==> src/rtl/fetch_pkg.sv <==
// Shared constants and state encoding for the instruction-fetch sequencer.
// Defaults here seed the top-level parameters.
package fetch_pkg;

    localparam int          DEF_PC_WIDTH   = 32;
    localparam int          DEF_INST_WIDTH = 32;
    localparam logic [31:0] DEF_RESET_PC   = 32'h0000_0000;
    localparam int          DEF_FIFO_DEPTH = 2;

    // Byte distance between consecutive instruction words.
    localparam int          PC_INCR        = 4;

    localparam logic [0:0]  ST_RUN         = 1'b0;
    localparam logic [0:0]  ST_ERR         = 1'b1;

    typedef enum logic [0:0] {
        RUN = ST_RUN,
        ERR = ST_ERR
    } fetch_state_e;

    function automatic logic pc_is_aligned(input logic [1:0] pc_lsb);
        return (pc_lsb == 2'b00);
    endfunction

endpackage

==> src/rtl/fetch_fifo.sv <==
// Small synchronous FIFO of {instruction, pc} entries with a flush that
// overrides push and pop. Head reads as zero while the FIFO is empty.
module fetch_fifo #(
    parameter int WIDTH = 64,
    parameter int DEPTH = 2
) (
    input  logic                       clk,
    input  logic                       rst,
    input  logic                       i_flush,
    input  logic                       i_push,
    input  logic                       i_pop,
    input  logic [WIDTH-1:0]           i_din,
    output logic [$clog2(DEPTH):0]     o_count,
    output logic [WIDTH-1:0]           o_head
);

    localparam int AW = $clog2(DEPTH);
    localparam int CW = AW + 1;

    logic [WIDTH-1:0] r_mem [DEPTH];
    logic [AW-1:0]    r_wr_ptr;
    logic [AW-1:0]    r_rd_ptr;
    logic [CW-1:0]    r_count;

    logic w_empty;
    logic w_full;
    logic w_rd_en;
    logic w_wr_en;

    always_comb begin
        w_empty = (r_count == '0);
        w_full  = (r_count == CW'(DEPTH));
        w_rd_en = i_pop & ~i_flush & ~w_empty;
        // A full FIFO may still accept a write when the head leaves this cycle.
        w_wr_en = i_push & ~i_flush & (~w_full | w_rd_en);
    end

    always_ff @(posedge clk) begin
        if (w_wr_en) begin
            r_mem[r_wr_ptr] <= i_din;
        end
    end

    always_ff @(posedge clk or posedge rst) begin
        if (rst) begin
            r_wr_ptr <= '0;
            r_rd_ptr <= '0;
            r_count  <= '0;
        end else if (i_flush) begin
            r_wr_ptr <= '0;
            r_rd_ptr <= '0;
            r_count  <= '0;
        end else begin
            if (w_wr_en) begin
                r_wr_ptr <= r_wr_ptr + AW'(1);
            end
            if (w_rd_en) begin
                r_rd_ptr <= r_rd_ptr + AW'(1);
            end
            r_count <= r_count + CW'(w_wr_en) - CW'(w_rd_en);
        end
    end

    assign o_count = r_count;
    assign o_head  = w_empty ? '0 : r_mem[r_rd_ptr];

endmodule

==> src/rtl/imem_fetch_ctrl.sv <==
// Fetch sequencer: drives the IMEM address, buffers returned words with their
// PCs and hands them to decode; redirects flush the buffer and trap misalignment.
module imem_fetch_ctrl
    import fetch_pkg::*;
#(
    parameter int                         PC_WIDTH_LENGTH   = DEF_PC_WIDTH,
    parameter int                         INST_WIDTH_LENGTH = DEF_INST_WIDTH,
    parameter logic [PC_WIDTH_LENGTH-1:0] RESET_PC          = PC_WIDTH_LENGTH'(DEF_RESET_PC),
    parameter int                         FIFO_DEPTH        = DEF_FIFO_DEPTH
) (
    input  logic                         clk,
    input  logic                         rst,
    output logic [PC_WIDTH_LENGTH-1:0]   imem_pc,
    input  logic [INST_WIDTH_LENGTH-1:0] imem_inst,
    input  logic                         redirect_valid,
    input  logic [PC_WIDTH_LENGTH-1:0]   redirect_pc,
    output logic                         inst_valid,
    input  logic                         inst_ready,
    output logic [INST_WIDTH_LENGTH-1:0] inst,
    output logic [PC_WIDTH_LENGTH-1:0]   inst_pc,
    output logic                         misalign_err
);

    localparam int CNT_W   = $clog2(FIFO_DEPTH) + 1;
    localparam int ENTRY_W = INST_WIDTH_LENGTH + PC_WIDTH_LENGTH;

    logic [PC_WIDTH_LENGTH-1:0] r_fetch_pc;
    logic [0:0]                 r_state;
    logic                       r_misalign_err;

    logic [CNT_W-1:0]           w_count;
    logic [ENTRY_W-1:0]         w_head;
    logic [ENTRY_W-1:0]         w_entry;
    logic                       w_run;
    logic                       w_pop;
    logic                       w_push;
    logic                       w_target_ok;

    always_comb begin
        w_run       = (r_state == ST_RUN);
        w_target_ok = pc_is_aligned(redirect_pc[1:0]);
        // A redirect cancels any handshake in the same cycle.
        w_pop       = inst_valid & inst_ready & ~redirect_valid;
        w_push      = w_run & ~redirect_valid &
                      ((w_count < CNT_W'(FIFO_DEPTH)) | w_pop);
        w_entry     = {imem_inst, r_fetch_pc};
    end

    fetch_fifo #(
        .WIDTH (ENTRY_W),
        .DEPTH (FIFO_DEPTH)
    ) u_fifo (
        .clk     (clk),
        .rst     (rst),
        .i_flush (redirect_valid),
        .i_push  (w_push),
        .i_pop   (w_pop),
        .i_din   (w_entry),
        .o_count (w_count),
        .o_head  (w_head)
    );

    always_ff @(posedge clk or posedge rst) begin
        if (rst) begin
            r_fetch_pc     <= RESET_PC;
            r_state        <= ST_RUN;
            r_misalign_err <= 1'b0;
        end else if (redirect_valid) begin
            // Misaligned targets are kept in fetch_pc so imem_pc shows the culprit.
            r_fetch_pc     <= redirect_pc;
            r_state        <= w_target_ok ? ST_RUN : ST_ERR;
            r_misalign_err <= ~w_target_ok;
        end else if (w_push) begin
            r_fetch_pc     <= r_fetch_pc + PC_WIDTH_LENGTH'(PC_INCR);
        end
    end

    assign imem_pc      = r_fetch_pc;
    assign inst_valid   = (w_count != '0) & w_run;
    assign inst         = w_head[ENTRY_W-1:PC_WIDTH_LENGTH];
    assign inst_pc      = w_head[PC_WIDTH_LENGTH-1:0];
    assign misalign_err = r_misalign_err;

endmodule

==> config.mk <==
export PLATFORM = sky130hd
export DESIGN_NAME = imem_fetch_ctrl
export DESIGN_NICKNAME = d
export VERILOG_FILES = /design/src/rtl/fetch_pkg.sv /design/src/rtl/fetch_fifo.sv /design/src/rtl/imem_fetch_ctrl.sv
export SDC_FILE = /design/constraint.sdc
export NUM_CORES = 1
export LEC_CHECK = 0
export ABC_CLOCK_PERIOD_IN_PS = 5800
export BUFFER_PORTS_ARGS = -buffer_cell sky130_fd_sc_hd__buf_4
export CAP_MARGIN = 20
export CORE_MARGIN = 2
export CORE_UTILIZATION = 45
export DETAILED_ROUTE_END_ITERATION = 8
export PLACE_DENSITY = 0.71
export SETUP_SLACK_MARGIN = 0.02
export SYNTH_ARGS = -nofsm -noshare
export SYNTH_HDL_FRONTEND = slang
export SYNTH_SLANG_ARGS = --single-unit
==> constraint.sdc <==
create_clock -name clk -period 5.8 [get_ports clk]
set_input_delay 0.87 -clock clk [delete_from_list [all_inputs] [get_ports clk]]
set_output_delay 0.87 -clock clk [all_outputs]
set_load 0.02 [all_outputs]
After elaboration in Yosys (flattened, before gate mapping)
Memories as Yosys holds them, arrays and structs flattened.
Cells that the tools add are included.
{ "op_classes": {"addsub": 5, "magnitude_cmp": 1, "n_eq_ne": 1, "n_mux": 11, "n_bitwise": 16, "n_reduce_logical": 6} }
{ "ops": {"columns": ["cell", "count"], "rows": [
  ["$mux 32", 2],
  ["$mux 64", 1],
  ["$add 32x3->32 const B", 1],
  ["$and 1x1->1", 9],
  ["$reduce_bool 2->1", 4],
  ["$mux 1", 7],
  ["$not 1->1", 5],
  ["$logic_not 2->1", 2],
  ["$add 1x1->1 const B", 2],
  ["$add 2x1->2", 1],
  ["$eq 2x2->1 const B", 1],
  ["$lt 2x2->1 const B", 1],
  ["$mux 2", 1],
  ["$or 1x1->1", 2],
  ["$sub 2x1->2", 1]
]} }
{ "totals": {"regBits": 38, "mem_bits_rw": 128, "input_bits": 68, "output_inout_bits": 98, "word_cells": 47, "n_memories": 1} }
{ "memory_table": {"columns": ["memory", "depth", "word_bits", "read_ports", "rd_clocked_by_memory_dff", "wr", "line", "rtl"], "rows": [
  ["u_fifo.r_mem", 2, 64, 1, 0, 1, "fetch_fifo.sv:20", "logic [WIDTH-1:0] r_mem [DEPTH];"]
]} }

Depth between registers and ports, before layout
Gate-level depths: netlist of run 1.
{ "depth": {"word_depth": 11, "mapped_depth": 8, "depth_no_buf": 7} }

Hierarchy
From an unflattened synthesis of run 1, not the netlist that was laid out.
{ "unflattened": {"cells_unflattened": 509, "hier_area_um2": 6971.7} }
{ "by_module_without_submodules": {"columns": ["module", "n_inst", "cells_each", "area_per_inst_um2", "seq_area_each_um2"], "rows": [
  ["fetch_fifo", 1, 293, 5028.6, 3943.8],
  ["imem_fetch_ctrl", 1, 216, 1943.1, 825.8]
]} }

Least setup slack after synthesis of run 1
OpenSTA, ideal clock, no wires.
{ "synth_path": {"path_type": "input -> register", "start": "input redirect_valid", "end": "memory u_fifo.r_mem[0][0], enable pin", "setup_time_ns": 0.488, "arrival_time_ns": 4.035, "required_time_ns": 5.312, "slack_ns": 1.277, "path_stages": 4, "path_buffers": 1, "path_cell_list": "nor2_1 > nand2_1 > clkbuf_1 > nor2_1"} }
{ "synth_via": {"elab_chain_cells": 8, "elab_cells_between_ends": 12, "classes_between": "mux (2); bitwise (10)"} }
{ "synth_lines": {"columns": ["item", "line", "rtl"], "rows": [
  ["start, declared", "imem_fetch_ctrl.sv:15", "input logic redirect_valid,"],
  ["$not 1->1 *", null, null],
  ["$and 1x1->1", "imem_fetch_ctrl.sv:43", "w_pop = inst_valid & inst_ready & ~redirect_valid;"],
  ["$or 1x1->1 / $and 1x1->1 (equally long branches)", "imem_fetch_ctrl.sv:45, fetch_fifo.sv:33", null],
  ["$and 1x1->1 (on tied branches)", "imem_fetch_ctrl.sv:44, fetch_fifo.sv:33", null],
  ["$and 1x1->1 / $or 1x1->1 (equally long branches)", "fetch_fifo.sv:35", "w_wr_en = i_push & ~i_flush & (~w_full | w_rd_en);"],
  ["$and 1x1->1 *", "fetch_fifo.sv:35", null],
  ["$mux 1 *", "fetch_fifo.sv:39", "if (w_wr_en) begin"],
  ["$mux 1 (not written as such) *", "fetch_fifo.sv:40", "r_mem[r_wr_ptr] <= i_din;"],
  ["end, declared", "fetch_fifo.sv:20", null]
]} }
Mark *: on every way between the ends. The rest lies on a longest branch, timed or not.

Worst setup path after layout of run 1
{ "layout_path": {"start": "register u_fifo.r_rd_ptr", "end": "output inst_pc[13]"} }
{ "layout_via": {"elab_chain_cells": 2} }
{ "layout_lines": {"columns": ["item", "line", "rtl"], "rows": [
  ["start, declared", "fetch_fifo.sv:22", "logic [AW-1:0] r_rd_ptr;"],
  ["start signal, assigned", "fetch_fifo.sv:58", "r_rd_ptr <= r_rd_ptr + AW'(1);"],
  ["$mem_v2 2x64", null, null],
  ["$mux 64", "fetch_fifo.sv:65", "assign o_head = w_empty ? '0 : r_mem[r_rd_ptr];"],
  ["end, declared", "imem_fetch_ctrl.sv:20", "output logic [PC_WIDTH_LENGTH-1:0] inst_pc,"]
]} }
Every way passes these cells.

==> flow_metrics.env, run 1 <==
export IMPL_path_delay_family="flip-flops"
export IMPL_worst_skew_pair_late_latency_ps=430
export IMPL_cts_max_path_buffers=2
export IMPL_overflow=0
export IMPL_cts_setup_buffers=0
export IMPL_finalSetupViolCount=0
export IMPL_syn_area_sq_um=6910
export IMPL_htree_num_levels=4
export IMPL_crit_required_ps=4930
export IMPL_pwr_share_comb=0.111
export IMPL_yosys_most_used_dff="edfxtp_1"
export IMPL_drv_cap=0
export IMPL_grt_pass1_wl_um=24800
export IMPL_synth_distinct_cells=42
export IMPL_endpoint_kind="output pin"
export IMPL_irDropWorstVdd_v=0.000200
export IMPL_hpwl_um=10400
export IMPL_power_frac_seq=0.485
export IMPL_final_cell_mix="169 x buf_4, 128 x edfxtp_1, 78 x nor2_1"
export IMPL_yosysWarnings=0
export IMPL_r2r_slack_ps=3310
export IMPL_cp_cell_sequence="buf_16 > mux2i_1 > nor2_1 > buf_4"
export IMPL_vias=4810
export IMPL_synth_edff_count=128
export IMPL_crit_path_start_kind="flip-flop"
export IMPL_rr_worst_depth=4
export IMPL_slew_violations=0
export IMPL_drc=0
export IMPL_path_buf_inv=2
export IMPL_core_area_sq_um=15100
export IMPL_first_global_vias=4744
export IMPL_holdWs_ps=534
export IMPL_hold_class="flip-flop to flip-flop"
export IMPL_arrival_ps=2020
export IMPL_worst_pin_slew_ps=948
export IMPL_clock_sinks=165
export IMPL_num_antenna_cells=0
export IMPL_crit_path_max_fanout=50
export IMPL_crit_path_top_delay_cell="dfrtp_4"
export IMPL_hold_viol_final=0
export IMPL_intPower_uw=2160
export IMPL_layout_commonest_cell="buf_4"
export IMPL_endpoint="inst_pc[13]"
export IMPL_io_buffers=165
export IMPL_avgSynthCellArea_sq_um=13.5
export IMPL_cts_repair_resized=0
export IMPL_drive_above_1_share=0.315
export IMPL_root_buffer="clkbuf_16"
export IMPL_worstSetupPathType="flip-flop to output pin"
export IMPL_drt_pass1_iter_count=5
export IMPL_fp_dieW_um=128
export IMPL_io_pins=166
export IMPL_critical_path_depth=4
export IMPL_cp_startpoint="u_fifo.r_rd_ptr"
export IMPL_max_clock_freq_ghz=0.346
export IMPL_synthArstFlopShare=0.224
export IMPL_power_switching_uw=725
export IMPL_period_share=0.499
export IMPL_slowest_delay_ps=640
export IMPL_antenna_found_initial=0
export IMPL_clk_pin_slew_ps=70
export IMPL_nNetsFinal=747
export IMPL_skew_ps=6.43
export IMPL_fp_dieH_um=128
export IMPL_wl_per_cell_um=18.2
export IMPL_ant_nets=0
export IMPL_grt_max_degree=67
export IMPL_r2r_start="r_state"
export IMPL_dieArea_sq_um=16400
export IMPL_hold_buffers=0
export IMPL_syn_inst=510
export IMPL_r2r_end="u_fifo.r_mem[0][35]"
export IMPL_syn_to_final_growth_pct=30.2
export IMPL_track_usage=0.200
export IMPL_via_per_inst=5.48
export IMPL_tritoncts="done"
export IMPL_maxSlewHeadroom=0.368
export IMPL_drt_total_wl_um=16000
export IMPL_period_needed_ps=2890
export IMPL_tns_ps=0
export IMPL_cellLeakagePower_uw=0.00337
export IMPL_gp_congestion=0.821
export IMPL_drt_iter0_markers=406
export IMPL_synth_fp_nets=581
export IMPL_cts_made_buffers=17
export IMPL_ys_ff_latch=165
export IMPL_p_clk_frac=0.404
export IMPL_netSwitchingFraction=0.251
export IMPL_powerDensity_nw_per_um2=321
export IMPL_initial_core_util=0.458
export IMPL_status="finished, final reports clean"
export IMPL_fin_total_pwr_uw=2880
export IMPL_rows=45
export IMPL_ys_seq_area_frac=0.691
export IMPL_grt_setup_unrepaired="no"
[layout make-up]
| class | count | area [sq um] |
|---|---|---|
| well taps | 188 | 235 |
| fillers | 1230 | 6100 |
| inverters | 10 | 37.5 |
| repair buffers | 170 | 1300 |
| flip-flops and latches | 165 | 4770 |
| clock inverters | 15 | 195 |
| clock buffers | 17 | 425 |
| multi-input cells | 312 | 2030 |
[power groups by stage]
stage | clock (uW) | sequential [uW] | combinational [uW]
after global routing | 1240 | 1400 | 346
after floorplan | 0 | 1430 | 145
after CTS | 1180 | 1400 | 321
after detailed placement | 0 | 1420 | 319
final | 1160 | 1400 | 321
after global placement | 0 | 1420 | 313
[flip-flops by register name, summed over array words and instances (netlist names)]
| name | count |
|---|---|
| u_fifo.r_mem | 128 |
| imem_pc | 32 |
| r_state | 1 |
| u_fifo.r_rd_ptr | 1 |
| u_fifo.r_wr_ptr | 1 |
| u_fifo.o_count | 2 |
[cells by family after synthesis]
family | count (synthesis) | synth area share
AND/OR/NAND/NOR | 186 | 0.126
XOR/XNOR | 2 | 0.00254
buffers and inverters | 33 | 0.0188
adder cells (fa/ha/maj) | 3 | 0.00544
AO/OA/AOI/OAI | 53 | 0.0574
multiplexers | 68 | 0.0989
flip-flops | 165 | 0.691
[worst min-delay path by stage]
stage,start,to,slack [ps],cells after the start
after floorplan,u_fifo.r_wr_ptr,u_fifo.r_wr_ptr,460,1
after global placement,imem_pc[0],u_fifo.r_mem[0][0],500,0
after detailed placement,imem_pc[1],u_fifo.r_mem[1][1],520,0
after CTS,imem_pc[1],u_fifo.r_mem[0][1],530,0
after global routing,imem_pc[1],u_fifo.r_mem[0][1],550,0
final,imem_pc[1],u_fifo.r_mem[0][1],530,0
[layer usage]
layer | routed length [um] | global-route usage | up-vias | part of all wire
li1 | - | - | 2251 | -
met1 | 6970 | 0.269 | 2328 | 0.44
met2 | 7580 | 0.321 | 205 | 0.47
met3 | 1170 | 0.0505 | 26 | 0.073
met4 | 269 | 0.0666 | 0 | 0.017
met5 | 0 | 0 | - | 0
[stage by stage]
stage | util | instance area (sq um) | setup slack [ps] | std cells
after global routing | 0.596 | 8990 | 2790 | 877
after floorplan | - | 6910 | 1280 | 510
after detailed placement | 0.553 | 8340 | 2660 | 844
after global placement | 0.553 | 8340 | 2740 | 844
final | 0.596 | 8990 | 2910 | 877
after CTS | 0.594 | 8960 | 2580 | 876
[worst reg2reg max path, delay by kind of cell (launching register included)]
kind          cells  cell delay [ps]
buf+inv           1              430
flops             1              500
simple gates      3             1220
[cell usage after synthesis (5+ instances only)]
library cell | n | area, sq um
inv_1 | 10 | 37.5
buf_1 | 5 | 18.8
o211ai_1 | 19 | 143
nand4_1 | 8 | 50.1
nor3_1 | 5 | 25.0
nand2_1 | 47 | 176
mux2i_1 | 66 | 661
buf_2 | 5 | 25.0
o311ai_0 | 13 | 114
nand3_1 | 20 | 100
dfrtp_1 | 37 | 926
clkbuf_1 | 13 | 48.8
nor2_1 | 80 | 300
edfxtp_1 | 128 | 3840
o21ai_0 | 7 | 35.0
Power figures use the tool's default switching activity.
==> run 2: changes to the inputs <==
Settings changed: ABC_CLOCK_PERIOD_IN_PS 5800 to 2800.
Clock period 5.8 ns to 2.8 ns, I/O delays scaled along.
==> run 2 against run 1 <==
  * Global-route usage up 0.075 points
  * Sequential cell count unchanged
  * Largest cell class unchanged
  * Routed wire length up 0.14%
  * Cell area up 1.2%
  * Highest routed layer unchanged
  * Clock power up 120%
  * Worst hold slack worse by 490 ps
  * Register-to-register slack worse by 2700 ps
  * Sequential share of layout area down 0.64 points
  * Sequential power up 110%
  * Combinational power up 110%
  * Die area unchanged
  * Power up 110%
==> flow_metrics.env, run 2 (synthesized netlist as in run 1, its figures left out) <==
export IMPL_drt_iter0_markers=401
export IMPL_status="finished, final reports clean"
export IMPL_max_clock_freq_ghz=0.420
export IMPL_cts_setup_buffers=0
export IMPL_cts_repair_resized=0
export IMPL_rows=45
export IMPL_place_inst=850
export IMPL_drt_pass1_iter_count=4
export IMPL_final_setup_worst_slack_ps=418
export IMPL_nNetsFinal=752
export IMPL_holdWs_ps=45.5
export IMPL_wl_per_cell_um=18.2
export IMPL_hold_buffers=0
export IMPL_crit_required_ps=2380
export IMPL_cellLeakagePower_uw=0.00342
export IMPL_htree_num_levels=4
export IMPL_worstSetupPathType="flip-flop to output pin"
export IMPL_via_per_inst=5.54
export IMPL_endpoint_kind="output pin"
export IMPL_period_needed_ps=2380
export IMPL_io_pins=166
export IMPL_r2r_slack_ps=570
export IMPL_grt_max_degree=60
export IMPL_num_antenna_cells=0
export IMPL_drt_total_wl_um=16000
export IMPL_final_util=0.603
export IMPL_slowest_delay_ps=790
export IMPL_clk_pin_slew_ps=60
export IMPL_path_buf_inv=2
export IMPL_irDropWorstVdd_v=0.000408
export IMPL_antenna_found_initial=0
export IMPL_powerDensity_nw_per_um2=667
export IMPL_slew_violations=0
export IMPL_finalSetupViolCount=0
export IMPL_post_place_ws_ps=561
export IMPL_track_usage=0.201
export IMPL_grt_pass1_wl_um=25300
export IMPL_vias=4882
export IMPL_r2r_start="imem_pc[2]"
export IMPL_maxSlewHeadroom=0.463
export IMPL_cts_made_buffers=17
export IMPL_grt_setup_unrepaired="no"
export IMPL_final_cell_mix="169 x buf_4, 128 x edfxtp_1, 78 x nor2_1"
export IMPL_path_delay_family="flip-flops"
export IMPL_tritoncts="done"
export IMPL_hpwl_um=11000
export IMPL_drc=0
export IMPL_io_buffers=165
export IMPL_gp_congestion=0.858
export IMPL_skew_ps=11.3
export IMPL_crit_path_start_kind="flip-flop"
export IMPL_first_global_vias=4842
export IMPL_seqCellArea_sq_um=4770
export IMPL_hold_viol_final=0
export IMPL_period_share=0.851
export IMPL_fillers=1186
export IMPL_instances_no_fill=882
export IMPL_r2r_end="imem_pc[30]"
export IMPL_layout_commonest_cell="buf_4"
export IMPL_clock_sinks=165
export IMPL_drv_cap=0
export IMPL_cp_cell_sequence="buf_12 > mux2i_1 > nor2_1 > buf_4"
export IMPL_largest_register_ffs=128
export IMPL_hold_class="input pin to asynchronous set/reset pin"
export IMPL_dieArea_sq_um=16400
export IMPL_worst_pin_slew_ps=805
export IMPL_overflow=0
export IMPL_core_area_sq_um=15100
export IMPL_rr_worst_depth=5
export IMPL_fp_dieW_um=128
export IMPL_multi_input_area_sq_um=2030
export IMPL_syn_to_final_growth_pct=31.8
export IMPL_drive_above_1_share=0.320
export IMPL_ant_nets=0
export IMPL_cts_max_path_buffers=2
export IMPL_crit_path_max_fanout=29
export IMPL_fp_dieH_um=128
export IMPL_crit_path_top_delay_cell="dfrtp_4"
export IMPL_root_buffer="clkbuf_16"
export IMPL_max_flop_register="u_fifo.r_mem"
export IMPL_tns_ps=0
export IMPL_arrival_ps=1960
export IMPL_initial_core_util=0.458
export IMPL_worst_skew_pair_late_latency_ps=430
## run 2: cell count changes in the layout (fill, tap and decap cells not counted)
cell	previous run	this run
clkinv_2	0	1
buf_12	0	6
clkbuf_8	0	1
buf_16	1	0
bufinv_16	3	4
inv_8	1	0
clkinv_4	6	2
clkinvlp_4	2	4
## run 2: layout make-up
cell class / count / share of cell area
Clock buffer: 18 / 0.0483
Clock inverter: 14 / 0.0219
Inverter: 10 / 0.00413
Multi-Input combinational cell: 312 / 0.223
Sequential cell: 165 / 0.525
Tap cell: 188 / 0.0259
Timing Repair Buffer: 175 / 0.153
## run 2: metrics by stage
stage / total power, uW / area [sq um]
floorplan: 3260 / 6910
global placement: 3610 / 8460
detailed placement: 3630 / 8460
CTS: 6120 / 9100
global route: 6270 / 9100
finish: 6070 / 9100
## run 2: worst max-delay path by stage
| stage | endpoint | depth (start not counted) | start |
|---|---|---|---|
| 6_report | inst_pc[13] | 4 | u_fifo.r_rd_ptr |
| 5_1_grt | inst[16] | 4 | u_fifo.r_rd_ptr |
| 4_1_cts | inst_pc[13] | 4 | u_fifo.r_rd_ptr |
| 3_5_place_dp | u_fifo.o_count[0] | 7 | redirect_valid |
| 3_3_place_gp | u_fifo.o_count[0] | 7 | redirect_valid |
| 2_1_floorplan | u_fifo.r_mem[1][0] | 2 | r_state |
## run 2: metal layers
| metal | track usage | wire [um] | vias to the layer above |
|---|---|---|---|
| li1 | - | - | 2244 |
| met1 | 0.273 | 7060 | 2376 |
| met2 | 0.321 | 7540 | 239 |
| met3 | 0.0467 | 1200 | 23 |
| met4 | 0.0685 | 213 | 0 |
| met5 | 0 | 0 | - |
## run 2: power by group
part	switching (uW)	internal, uW	leakage [uW]
Combinational	390	292	0.00150
Sequential	126	2770	0.00162
Clock	971	1530	0.000300
==> run 3: changes to the inputs <==
Settings changed: REMOVE_ABC_BUFFERS set to 1.
==> run 3 against run 2 <==
  * Combinational power decreased by 0.9%
  * Count of clock-buffer cells in the layout unchanged
  * Die area is the same
  * Setup slack worse by 12 ps
==> flow_metrics.env, run 3 (synthesized netlist as in run 1, its figures left out) <==
export IMPL_status="finished, final reports clean"
export IMPL_worst_skew_pair_late_latency_ps=420
export IMPL_crit_required_ps=2380
export IMPL_syn_to_final_growth_pct=29.8
export IMPL_crit_path_start_kind="flip-flop"
export IMPL_netSwitchingFraction=0.252
export IMPL_num_antenna_cells=0
export IMPL_root_buffer="clkbuf_16"
export IMPL_hold_buffers=0
export IMPL_crit_path_max_fanout=65
export IMPL_hold_class="input pin to asynchronous set/reset pin"
export IMPL_clock_sinks=165
export IMPL_pwr_share_comb=0.118
export IMPL_grt_max_degree=66
export IMPL_vias=4813
export IMPL_drt_total_wl_um=15800
export IMPL_powerDensity_nw_per_um2=636
export IMPL_cts_setup_buffers=0
export IMPL_irDropWorstVdd_v=0.000493
export IMPL_finalSetupViolCount=0
export IMPL_initial_core_util=0.458
export IMPL_intPower_uw=4260
export IMPL_endpoint_kind="output pin"
export IMPL_tritoncts="done"
export IMPL_seqCellArea_sq_um=4770
export IMPL_post_place_ws_ps=572
export IMPL_cts_made_buffers=17
export IMPL_holdWs_ps=31.2
export IMPL_grt_pass1_wl_um=24200
export IMPL_nNetsFinal=751
export IMPL_track_usage=0.195
export IMPL_drive_above_1_share=0.316
export IMPL_arrival_ps=1970
export IMPL_p_clk_frac=0.375
export IMPL_io_pins=166
export IMPL_fp_dieW_um=128
export IMPL_final_setup_worst_slack_ps=406
export IMPL_rows=45
export IMPL_multi_input_area_sq_um=2030
export IMPL_power_switching_uw=1440
export IMPL_worst_pin_slew_ps=799
export IMPL_tns_ps=0
export IMPL_drt_pass1_iter_count=5
export IMPL_path_buf_inv=2
export IMPL_period_needed_ps=2390
export IMPL_fp_dieH_um=128
export IMPL_gp_congestion=0.848
export IMPL_overflow=0
export IMPL_ant_nets=0
export IMPL_cts_max_path_buffers=2
export IMPL_worstSetupPathType="flip-flop to output pin"
export IMPL_fillers=1220
export IMPL_first_global_vias=4543
export IMPL_grt_setup_unrepaired="no"
export IMPL_cellLeakagePower_uw=0.00336
export IMPL_via_per_inst=5.46
export IMPL_htree_num_levels=4
export IMPL_drv_cap=0
export IMPL_hpwl_um=10700
export IMPL_period_share=0.855
export IMPL_cpMostUsedCell="buf_4"
export IMPL_skew_ps=7.90
export IMPL_dieArea_sq_um=16400
export IMPL_slowest_delay_ps=590
export IMPL_drc=0
export IMPL_largest_register_ffs=128
export IMPL_wl_per_cell_um=17.9
export IMPL_cp_cell_sequence="nor2_4 > buf_4 > nor2_1 > buf_4"
export IMPL_max_clock_freq_ghz=0.418
export IMPL_fin_total_pwr_uw=5700
export IMPL_antenna_found_initial=0
export IMPL_io_buffers=165
export IMPL_maxSlewHeadroom=0.467
export IMPL_power_frac_seq=0.506
export IMPL_clk_pin_slew_ps=60
export IMPL_cts_repair_resized=0
export IMPL_max_flop_register="u_fifo.r_mem"
export IMPL_hold_viol_final=0
export IMPL_layout_commonest_cell="buf_4"
export IMPL_core_area_sq_um=15100
export IMPL_drt_iter0_markers=388
export IMPL_final_util=0.594
export IMPL_slew_violations=0
export IMPL_path_delay_family="buffers and inverters"
export IMPL_crit_path_top_delay_cell="buf_4"
export IMPL_final_cell_mix="171 x buf_4, 128 x edfxtp_1, 78 x nor2_1"
## run 3: changes by cell type in the layout (fill, tap and decap cells not counted), moves of 2 or more
cell / delta
bufinv_16: -3
clkinv_2: +4
buf_4: +2
buf_12: -3
inv_6: -3
## run 3: worst paths after layout
kind                       cells past startpoint                   to               from  slack (ps)
setup / recovery                               4          inst_pc[30]  u_fifo.o_count[1]         410
hold / removal                                 3           imem_pc[2]                rst          30
setup reg to reg                               6          imem_pc[28]         imem_pc[2]         620
hold reg to reg                                0   u_fifo.r_mem[0][0]         imem_pc[0]         520
max in group asynchronous                      3      u_fifo.r_rd_ptr                rst        2500
min in group clk                               1  u_fifo.r_mem[1][60]      imem_inst[28]         180
## run 3: per-layer routing
| metal | vias to the layer above | routed length [um] | GRT usage |
|---|---|---|---|
| li1 | 2264 | - | - |
| met1 | 2311 | 7090 | 0.268 |
| met2 | 211 | 7340 | 0.302 |
| met3 | 27 | 1060 | 0.0438 |
| met4 | 0 | 328 | 0.0795 |
| met5 | - | 0 | 0 |
## run 3: layout make-up
type | count | area share
clock buffer | 18 | 0.0479
clock inverter | 14 | 0.0128
inverter | 10 | 0.00419
multi-input combinational | 312 | 0.226
sequential | 165 | 0.533
tap | 188 | 0.0263
timing repair buffer | 174 | 0.150
## run 3: worst reg2reg max path: cells and delay by family (launching register included)
kind                       cells  cell delay (ps)
DFF                            1              490
and+or+nand+nor                5             1350
adders and majority gates      1              280
## run 3: stage by stage
stage | instance area (sq um) | cells
3_3_place_gp | 8420 | 849
4_1_cts | 8960 | 881
3_5_place_dp | 8420 | 849
6_report | 8960 | 881
2_1_floorplan | 6810 | 487
5_1_grt | 8960 | 881
## run 3: power by group through the flow
stage | Clock, uW | Combinational [uW] | Sequential, uW
after CTS | 2170 | 686 | 2890
after global placement | 0 | 672 | 2930
after detailed placement | 0 | 684 | 2940
final | 2140 | 676 | 2890
after floorplan | 0 | 282 | 2970
after global routing | 2280 | 731 | 2900
